===== src/rtl/slot_scan_ctrl_if.sv =====
// rtl/slot_scan_ctrl_if.sv - output byte stream between the slot sequencer and the next stage
// Purpose: carries one captured mux byte plus its slot index under a valid/ready handshake.
// Ports:
//   out_data  [DATA_W] captured byte           (master -> slave)
//   out_idx   [5]      slot index of out_data  (master -> slave)
//   out_valid          stream valid            (master -> slave)
//   out_ready          stream ready            (slave -> master)
interface slot_scan_ctrl_if #(
  parameter int DATA_W = 8
) ();
  logic [DATA_W-1:0] out_data;
  logic [4:0]        out_idx;
  logic              out_valid;
  logic              out_ready;

  modport master (
    output out_data,
    output out_idx,
    output out_valid,
    input  out_ready
  );

  modport slave (
    input  out_data,
    input  out_idx,
    input  out_valid,
    output out_ready
  );
endinterface


===== src/rtl/slot_scan_ctrl.sv =====
// rtl/slot_scan_ctrl.sv - walks the 25:1 mux select, captures each byte after a settle time, streams it out
// Purpose: on start, steps sel through 0..NUM_SLOTS-1, waits SETTLE_CYCLES at each slot,
//          captures mux_y and offers it with its slot index on a valid/ready stream;
//          a one-cycle done pulse closes the frame.
// Ports:
//   clk, reset      rising-edge clock, synchronous active-high reset
//   start           begin a frame (sampled only in IDLE)
//   sel    [5]      select to the mux
//   mux_y  [DATA_W] combinational mux output
//   strm            output stream (out_data, out_idx, out_valid, out_ready)
//   busy            high in SETTLE and OUT
//   done            one-cycle end-of-frame pulse
module slot_scan_ctrl #(
  parameter int NUM_SLOTS     = 25,
  parameter int DATA_W        = 8,
  parameter int SETTLE_CYCLES = 1
) (
  input  logic              clk,
  input  logic              reset,
  input  logic              start,
  output logic [4:0]        sel,
  input  logic [DATA_W-1:0] mux_y,
  slot_scan_ctrl_if.master  strm,
  output logic              busy,
  output logic              done
);

  localparam logic [1:0] ST_IDLE   = 2'd0;
  localparam logic [1:0] ST_SETTLE = 2'd1;
  localparam logic [1:0] ST_OUT    = 2'd2;
  localparam logic [1:0] ST_DONE   = 2'd3;

  localparam logic [3:0] SETTLE_LAST = 4'(SETTLE_CYCLES - 1);
  localparam logic [4:0] SLOT_LAST   = 5'(NUM_SLOTS - 1);

  logic [1:0]        state_q, state_d;
  logic [4:0]        sel_q, sel_d;
  logic [3:0]        cnt_q, cnt_d;
  logic [DATA_W-1:0] data_q, data_d;
  logic [4:0]        idx_q, idx_d;
  logic              valid_q, valid_d;
  logic              busy_q, busy_d;
  logic              done_q, done_d;

  always_comb begin
    state_d = state_q;
    sel_d   = sel_q;
    cnt_d   = cnt_q;
    data_d  = data_q;
    idx_d   = idx_q;
    valid_d = valid_q;
    done_d  = 1'b0;
    case (state_q)
      ST_IDLE: begin
        if (start) begin
          state_d = ST_SETTLE;
          sel_d   = 5'd0;
          cnt_d   = 4'd0;
        end
      end
      ST_SETTLE: begin
        // Capture on the last settle cycle so out_valid rises SETTLE_CYCLES
        // edges after the select changed.
        if (cnt_q == SETTLE_LAST) begin
          data_d  = mux_y;
          idx_d   = sel_q;
          valid_d = 1'b1;
          state_d = ST_OUT;
        end else begin
          cnt_d = cnt_q + 4'd1;
        end
      end
      ST_OUT: begin
        // Held byte stays frozen until accepted; mux_y is not looked at here.
        if (valid_q && strm.out_ready) begin
          valid_d = 1'b0;
          if (sel_q == SLOT_LAST) begin
            sel_d   = 5'd0;
            state_d = ST_DONE;
            done_d  = 1'b1;
          end else begin
            sel_d   = sel_q + 5'd1;
            cnt_d   = 4'd0;
            state_d = ST_SETTLE;
          end
        end
      end
      ST_DONE: begin
        state_d = ST_IDLE;
      end
      default: begin
        state_d = ST_IDLE;
      end
    endcase
    // busy and done are registered from the next state so they line up with it.
    busy_d = (state_d == ST_SETTLE) || (state_d == ST_OUT);
  end

  always_ff @(posedge clk) begin
    if (reset) begin
      state_q <= ST_IDLE;
      sel_q   <= 5'd0;
      cnt_q   <= 4'd0;
      data_q  <= '0;
      idx_q   <= 5'd0;
      valid_q <= 1'b0;
      busy_q  <= 1'b0;
      done_q  <= 1'b0;
    end else begin
      state_q <= state_d;
      sel_q   <= sel_d;
      cnt_q   <= cnt_d;
      data_q  <= data_d;
      idx_q   <= idx_d;
      valid_q <= valid_d;
      busy_q  <= busy_d;
      done_q  <= done_d;
    end
  end

  assign sel            = sel_q;
  assign busy           = busy_q;
  assign done           = done_q;
  assign strm.out_data  = data_q;
  assign strm.out_idx   = idx_q;
  assign strm.out_valid = valid_q;

endmodule


===== src/flat_wrapper.sv =====
// flat-port wrapper written by rule: the top's interface ports become plain ports
module slot_scan_ctrl_flat 
#(
  parameter int NUM_SLOTS     = 25,
  parameter int DATA_W        = 8,
  parameter int SETTLE_CYCLES = 1
)
  (clk, reset, start, sel, mux_y, busy, done, strm_out_data, strm_out_idx, strm_out_valid, strm_out_ready);
  slot_scan_ctrl_if #(.DATA_W(DATA_W)) strm_i ();
  input  logic clk;
  input  logic reset;
  input  logic start;
  output logic [4:0] sel;
  input  logic [DATA_W-1:0] mux_y;
  output logic busy;
  output logic done;
  output wire logic [$bits(strm_i.out_data)-1:0] strm_out_data;
  output wire logic [$bits(strm_i.out_idx)-1:0] strm_out_idx;
  output wire logic [$bits(strm_i.out_valid)-1:0] strm_out_valid;
  input wire logic [$bits(strm_i.out_ready)-1:0] strm_out_ready;
  assign strm_out_data = strm_i.out_data;
  assign strm_out_idx = strm_i.out_idx;
  assign strm_out_valid = strm_i.out_valid;
  assign strm_i.out_ready = strm_out_ready;
  slot_scan_ctrl #(.NUM_SLOTS(NUM_SLOTS), .DATA_W(DATA_W), .SETTLE_CYCLES(SETTLE_CYCLES)) u_core (.clk(clk), .reset(reset), .start(start), .sel(sel), .mux_y(mux_y), .strm(strm_i), .busy(busy), .done(done));
endmodule

===== config.mk =====
export PLATFORM = sky130hd
export DESIGN_NAME = slot_scan_ctrl_flat
export DESIGN_NICKNAME = d
export VERILOG_FILES = /design/src/rtl/slot_scan_ctrl_if.sv /design/src/rtl/slot_scan_ctrl.sv /design/src/flat_wrapper.sv
export SDC_FILE = /design/constraint.sdc
export NUM_CORES = 1
export LEC_CHECK = 0
export CORE_ASPECT_RATIO = 1.1
export CORE_MARGIN = 1
export CORE_UTILIZATION = 42
export CTS_CLUSTER_DIAMETER = 50
export DETAILED_ROUTE_END_ITERATION = 12
export PLACE_DENSITY_LB_ADDON = 0.05
export SYNTH_ARGS = -nofsm -noshare
export SYNTH_HDL_FRONTEND = slang
export SYNTH_SLANG_ARGS = --single-unit

===== constraint.sdc =====
create_clock -name clk -period 1.55 [get_ports clk]
set_clock_uncertainty 0.1 [all_clocks]
set_input_delay 0.31 -clock clk [delete_from_list [all_inputs] [get_ports clk]]
set_output_delay 0.31 -clock clk [all_outputs]
set_load 0.1 [all_outputs]

Yosys cells after proc, flatten, opt, wreduce, memory -nomap -nowiden
Index checks and enable logic that the tools add are counted.
{"block": "op_classes", "n_reduce_logical": 12, "multipliers": 0, "muxes": 18, "addsub": 2, "n_eq_ne": 11, "div": 0, "shift": 0, "bitwise": 2, "order_cmp": 0}
{"cell": "$mux 4", "n": 4}
{"cell": "$mux 5", "n": 3}
{"cell": "$pmux 4 s3", "n": 1}
{"cell": "$pmux 5 s2", "n": 1}
{"cell": "$mux 2", "n": 4}
{"cell": "$pmux 2 s4", "n": 1}
{"cell": "$eq 2x2->1 const B", "n": 3}
{"cell": "$ne 2x2->1 const B", "n": 3}
{"cell": "$reduce_and 3->1", "n": 2}
{"cell": "$add 5x1->5 const B", "n": 1}
{"cell": "$eq 5x5->1 const B", "n": 1}
{"cell": "$reduce_and 5->1", "n": 1}
{"cell": "$add 4x1->4 const B", "n": 1}
{"cell": "$eq 2x1->1 const B", "n": 2}
{"cell": "$logic_not 4->1", "n": 1}
{"cell": "$ne 2x1->1 const B", "n": 2}
{"cell": "$reduce_bool 2->1", "n": 2}
{"cell": "$mux 1", "n": 3}
{"cell": "$reduce_bool 3->1", "n": 1}
{"cell": "$reduce_or 3->1", "n": 1}
{"cell": "$logic_not 2->1", "n": 1}
{"cell": "$not 1->1", "n": 2}
{"cell": "$pmux 1 s2", "n": 1}
{"cell": "$reduce_and 2->1", "n": 1}
{"cell": "2 further kinds", "n": 2}
{"block": "word_totals", "rom_bits": 0, "output_inout_bits": 21, "ff_bits": 27, "n_memories": 0, "ramBits": 0, "elab_cells": 53, "in_bits": 12, "latch_bits": 0}

Depth between registers and ports, before layout
Gate-level depths: netlist (run 1).
{"block": "depth", "depth_word": 6, "ltp_mapped": 8, "depth_no_buf": 7}

Worst setup path before layout (run 1)
No wires, ideal clock.
{"block": "synth_path", "kind": "reg-to-reg", "startpoint": "reg u_core.sel_q[0], in the netlist u_core.sel[0]", "endpoint": "reg u_core.busy_q, in the netlist u_core.busy", "n_path_buf": 0, "setup_slack_ns": -0.768, "setup_time_ns": 0.128, "synth_period_minus_slack_ns": 2.318, "t_arrival_ns": 2.090, "required_ns": 1.322, "path_stages_with_launch": 8, "cell_sequence": "dfxtp_1 > inv_1 > ha_1 > and4b_1 > a41oi_1 > o22a_1 > xnor2_1 > nor2_1"}
{"block": "synth_via", "elab_chain_cells": 6, "word_cells_on_any_way": 7, "cone_classes": "eq/ne: 3; mux: 3; reduce/logical: 1"}
{"item": "start: declaration", "line_no": "slot_scan_ctrl.sv:37", "text": "logic [4:0] sel_q, sel_d;"}
{"item": "start signal: assignment", "line_no": "slot_scan_ctrl.sv:111", "text": "sel_q <= sel_d;"}
{"item": "$eq 5x5->1 (*)", "line_no": "slot_scan_ctrl.sv:77", "text": "if (sel_q == SLOT_LAST) begin"}
{"item": "$mux 2 (*)", "line_no": "slot_scan_ctrl.sv:77"}
{"item": "$mux 2 (*)", "line_no": "slot_scan_ctrl.sv:75", "text": "if (valid_q && strm.out_ready) begin"}
{"item": "$pmux 2 s4 (*)", "line_no": "slot_scan_ctrl.sv:53", "text": "case (state_q)"}
{"item": "$eq 2x1->1 or $eq 2x2->1 (tied branches)", "line_no": "slot_scan_ctrl.sv:96", "text": "busy_d = (state_d == ST_SETTLE) || (state_d == ST_OUT);"}
{"item": "$logic_or 1x1->1 (*)", "line_no": "slot_scan_ctrl.sv:96"}
{"item": "end signal: assignment", "line_no": "slot_scan_ctrl.sv:116", "text": "busy_q <= busy_d;"}
{"item": "end: declaration", "line_no": "slot_scan_ctrl.sv:42", "text": "logic busy_q, busy_d;"}
Mark *: on every way between the ends. The rest lies on a longest branch, timed or not.
A chain may end at the register's enable or synchronous reset.

Final worst setup path (run 1)
{"block": "layout_path", "startpoint": "reg u_core.state_q[1]", "endpoint": "reg u_core.sel_q[3], in the netlist u_core.sel[3]"}
{"block": "layout_via", "elab_chain_cells": 3, "word_cells_on_any_way": 7, "cone_classes": "eq/ne: 3; mux: 1; reduce/logical: 3"}
{"item": "start: declaration", "line_no": "slot_scan_ctrl.sv:36", "text": "logic [1:0] state_q, state_d;"}
{"item": "start signal: assignment", "line_no": "slot_scan_ctrl.sv:110", "text": "state_q <= state_d;"}
{"item": "$eq 2x2->1 or $logic_not 2->1 (tied branches)", "line_no": "slot_scan_ctrl.sv:53"}
{"item": "$ne 2x1->1 (no line) (tied with other cells)"}
{"item": "$reduce_and 3->1 (no line)"}
Several ways; a longest one is shown, not always the timed one.

==> metrics.cfg, run 1 <==
[run_status]
outcome = finished, violations left
violations = negative setup slack

[global_route]
track_usage_pct = 21.3
antenna_found_initial = 0
grt_pass1_wl_mm = 5.01
grt_pass1_vias = 1239
gr-total-overflow = 0
grt_max_degree = 17

[floorplan]
die_w_um = 54.5
io_pins = 33
num_rows = 20
dieArea_mm2 = 0.00325
start_util_pct = 45.0
die_h_um = 59.7
core_mm2 = 0.00283

[sta]
worst_pin_slew_ns = 0.340
rsz0062_at_grt = true
worst_slack_ns = -0.187
hold_viol = 0
timing.final.crit_period_ns = 1.74
max-slew-margin-rel_pct = 77.3
post-route-period-util_pct = 112
setup_viol = 21
slew_viol_final = 0
clock.fmax_mhz = 576

[route]
drt_iter0_drc = 21
via_per_inst = 5.37
vias = 1322
ant_nets = 0
wire_per_inst_um = 17.6
routed_wl_mm = 4.33
firstDrtPassIters = 4
drc = 0

[clocking]
cts_hold_buf = 0
cts_root_buf = clkbuf_4
numClockSinks = 27
cts_max_level = 1
clockBufferDepth = 2
cts_buffers = 3
clkTransAtPathRegs_ns = 0.16
insertion_delay_ns = 0.33
cts_tree = built

[logic_synthesis]
synth_cell_types = 36
ys_seq_elements = 27
synth_top_area_share_pct = 42.5
yosys_most_used_dff = dfxtp_1
synth_seq_area_share_pct = 42.5
syn_area_per_cell_um2 = 8.59
synth_edf_count = 0
synth_area_leaders = dfxtp_1 (43%), nand2_1 (9.2%), ha_1 (8.9%)
async_reset_ff_share_pct = 0
yosys.area.top_type = dfxtp_1
synth_nets = 169
yosysWarnings = 0
postSynthCellCount = 148
synth_area_mm2 = 0.00127

[placed_design]
post-dp-hpwl_mm = 2.36
gp_congestion = 0.808
io_buffers = 32
placed_cells = 231

[power_and_ir_drop]
vdd_drop_max_mv = 0.760
power_mw = 2.13
power_density_mw_per_mm2 = 851
p_leak_nw = 1.01

[finish]
instances_no_fill = 246
areaGrowthSynthToFinish_pct = 96.8
n_fill_cell = 133
antenna_cells = 0
nets = 235
drive_gt1_share_pct = 62.4

[worst_hold_path]
holdPathStages = 2
hp-class = register to register

[flow_run]
maxCapViolCount = 0

[setup_path]
critPathArrivalTime_ns = 1.88
path_class = register to register
r2r_cells = 7
start_kind = register
end_kind = register
cp_max_fo = 6
required_ns = 1.69

## where the power goes
group,switching (mW),internal (mW)
sequential,0.0588,0.737
combinational,0.566,0.440
clock,0.225,0.101
total,0.849,1.28
## per-stage QoR
step | setup TNS, ns | worst slack (ns) | hold slack [ns] | instance area (µm²) | util (%)
floorplan | -1.08 | -0.185 | 0.279 | 1360 | -
global placement | -2.62 | -0.346 | 0.379 | 2070 | 73.3
detailed placement | -3.62 | -0.396 | 0.391 | 2070 | 73.3
CTS | -0.639 | -0.115 | 0.407 | 2220 | 78.6
global route | -2.54 | -0.220 | 0.416 | 2500 | 88.5
finish | -1.34 | -0.187 | 0.430 | 2500 | 88.5
## cell families (layout without fill, tap and decap cells)
family | after synthesis | in the layout | share of synthesized area [%]
adders and majority gates | 9 | 9 | 8.86
and+or+nand+nor | 67 | 67 | 25.2
DFF | 27 | 27 | 42.5
buffers and inverters | 12 | 77 | 3.94
xor gates and xnor gates | 5 | 5 | 3.45
AOI/OAI and AO/OA | 26 | 26 | 14.5
muxes | 2 | 2 | 1.57
## path summary, 6_finish.rpt
check	startpoint	end	slack, ns
setup / recovery	u_core.state_q[1]$_SDFF_PP0_	u_core.sel[3]$_SDFFE_PP0P_	-0.19
setup reg to reg	u_core.state_q[1]$_SDFF_PP0_	u_core.sel[3]$_SDFFE_PP0P_	-0.19
hold / removal	u_core.strm.out_idx[2]$_SDFFE_PP0P_	u_core.strm.out_idx[2]$_SDFFE_PP0P_	0.43
hold reg to reg	u_core.strm.out_idx[2]$_SDFFE_PP0P_	u_core.strm.out_idx[2]$_SDFFE_PP0P_	0.43
## routing by layer
metal	vias to the layer above	GRT usage (%)	wire [µm]
li1	634	-	-
met1	633	21.9	1610
met2	41	40.1	2420
met3	14	3.05	145
met4	0	11.4	152
met5	-	0	0
## repair_timing
action | 4_1_cts | 5_1_grt
cloned | 1 | 0
setup endpoints to repair | 25 | 26
pin swaps | 10 | 39
resized for setup | 17 | 58
setup buffers | 4 | 6
## sequential cells by signal (all words and copies together), names as in the netlist
name / count
u_core.strm.out_idx: 5
u_core.state_q: 2
u_core.sel: 5
u_core.busy: 1
u_core.done: 1
u_core.strm.out_data: 8
u_core.strm.out_valid: 1
u_core.cnt_q: 4
## area by class of cell
type,instances,area (µm²),area share (%)
Clock buffer,3,22.5,0.900
Clock inverter,1,6.26,0.250
Inverter,6,30.0,1.20
Multi-Input combinational cell,109,1000,40.2
Sequential cell,27,563,22.5
Tap cell,33,41.3,1.65
Timing Repair Buffer,67,833,33.3
## placed cells by master (no fill, tap or decap), drive strengths merged
master         count
a211oi             2
a21bo              1
a21o               1
a21oi             13
a22oi              1
a2bb2oi            1
a32oi              2
a41oi              1
and3b              1
and4               1
and4b              2
and4bb             1
buf               56
clkbuf             3
clkdlybuf4s50     11
dfxtp             27
ha                 9
inv                7
mux2i              2
nand2             32
nand2b             3
nand3              6
nand4              1
nor2              16
nor2b              1
nor3b              2
o211ai             1
o21ai              2
o22a               1
or3b               1
xnor2              3
xor2               2
## worst max-delay path: stages, from the launching register on
cell	delay, ns
dfxtp_4	0.41
inv_6	0.05
ha_4	0.15
nor2b_4	0.13
a211oi_4	0.34
and4_4	0.31
xnor2_2	0.12
nor2_2	0.04
## synth_stat cells, types with 2 or more instances
| cell type | instances |
|---|---|
| clkbuf_1 | 4 |
| nor3b_1 | 2 |
| xnor2_1 | 3 |
| a21oi_1 | 13 |
| inv_1 | 6 |
| nor2_1 | 15 |
| mux2i_1 | 2 |
| nand2b_1 | 3 |
| dfxtp_1 | 27 |
| xor2_1 | 2 |
| and4b_1 | 2 |
| a32oi_1 | 2 |
| ha_1 | 9 |
| nand3_1 | 6 |
| nand2_1 | 31 |
Power figures use the tool's default switching activity.
==> inputs of run 2 (changes only) <==
--- a/config.mk
+++ b/config.mk
@@ -11,6 +11,7 @@
 export CTS_CLUSTER_DIAMETER = 50
 export DETAILED_ROUTE_END_ITERATION = 12
 export PLACE_DENSITY_LB_ADDON = 0.05
+export SKIP_CTS_REPAIR_TIMING = 1
 export SYNTH_ARGS = -nofsm -noshare
 export SYNTH_HDL_FRONTEND = slang
 export SYNTH_SLANG_ARGS = --single-unit
==> metrics.cfg, run 2 (synthesis results as in run 1) <==
[placed_design]
gp_congestion = 0.808
placed_cells = 231
dpl_cell_area_mm2 = 0.00207
post-dp-hpwl_mm = 2.36
place_ws_ns = -0.396
io_buffers = 32

[worst_hold_path]
holdPathStages = 2
hp-class = register to register

[sta]
final.setup.tns_ns = -0.451
slew_viol_final = 0
clock.fmax_mhz = 598
worst_pin_slew_ns = 0.294
setup_viol = 13
whs_ns = 0.418
hold_viol = 0
worst_slack_ns = -0.122
post-route-period-util_pct = 108
max-slew-margin-rel_pct = 80.4
timing.final.crit_period_ns = 1.67
rsz0062_at_grt = true

[setup_path]
r2r_cells = 7
required_ns = 1.69
end_kind = register
start_kind = register
critPathArrivalTime_ns = 1.81
cp_max_fo = 6
path_class = register to register

[finish]
fin_area_mm2 = 0.00235
n_fill_cell = 158
utilization_pct = 83.0
areaGrowthSynthToFinish_pct = 84.6
nets = 225
layout_commonest_cell = buf_4
largest_reg_flops = 8
antenna_cells = 0
drive_gt1_share_pct = 54.2
instances_no_fill = 236
final_cell_mix = buf_4 (23), buf_12 (22), nand2_1 (18), dfxtp_1 (18), nor2_1 (14)

[power_and_ir_drop]
power_mw = 2.03
power_density_mw_per_mm2 = 866
vdd_drop_max_mv = 0.867
p_leak_nw = 0.939

[floorplan]
dieArea_mm2 = 0.00325
die_h_um = 59.7
start_util_pct = 45.0
num_rows = 20
core_mm2 = 0.00283
io_pins = 33
die_w_um = 54.5

[route]
wire_per_inst_um = 14.8
ant_nets = 0
routed_wl_mm = 3.49
drc = 0
drt_iter0_drc = 13
vias = 1252
firstDrtPassIters = 4
via_per_inst = 5.31

[run_status]
outcome = finished, violations left
violations = negative setup slack

[global_route]
antenna_found_initial = 0
grt_max_degree = 17
gr-total-overflow = 0
grt_pass1_vias = 1168
track_usage_pct = 18.5
grt_pass1_wl_mm = 4.50

[clocking]
cts_max_level = 1
cts_buffers = 3
cts_root_buf = clkbuf_4
numClockSinks = 27
insertion_delay_ns = 0.33
clockBufferDepth = 2
clkTransAtPathRegs_ns = 0.17
cts_tree = built

[flow_run]
maxCapViolCount = 0

==> run 2: area by class of cell <==
cell class	count	area [µm²]	area share [%]
flip-flops and latches	27	562	23.9
well taps	33	41.3	1.76
repair buffers	57	748	31.9
multi-input cells	109	940	40.0
clock inverters	1	6.26	0.267
inverters	6	27.5	1.17
clock buffers	3	22.5	0.959
==> run 2: worst paths after layout <==
check | from | to | slack, ns
max | u_core.state_q[1]$_SDFF_PP0_ | u_core.sel[3]$_SDFFE_PP0P_ | -0.12
min | u_core.sel[4]$_SDFFE_PP0P_ | u_core.strm.out_idx[4]$_SDFFE_PP0P_ | 0.42
max reg2reg | u_core.state_q[1]$_SDFF_PP0_ | u_core.sel[3]$_SDFFE_PP0P_ | -0.12
min reg2reg | u_core.sel[4]$_SDFFE_PP0P_ | u_core.strm.out_idx[4]$_SDFFE_PP0P_ | 0.42
==> run 2: worst max-delay path, stage by stage, from the launching register on <==
cell      delay (ns)
dfxtp_4         0.41
inv_4           0.06
ha_4            0.16
nor2b_4         0.13
a211oi_4        0.26
and4_1          0.30
xnor2_2         0.13
nor2_2          0.04
==> run 2: power breakdown <==
group / total, mW / switching [mW] / internal [mW]
Clock: 0.326 / 0.225 / 0.101
Combinational: 0.914 / 0.520 / 0.394
Sequential: 0.793 / 0.0560 / 0.738
Total: 2.03 / 0.801 / 1.23
==> run 2: routing by layer <==
metal | GRT usage (%) | vias up | wire length [µm]
li1 | - | 615 | -
met1 | 18.9 | 593 | 1370
met2 | 37.1 | 36 | 1930
met3 | 2.80 | 8 | 111
met4 | 5.13 | 0 | 76
met5 | 0 | - | 0
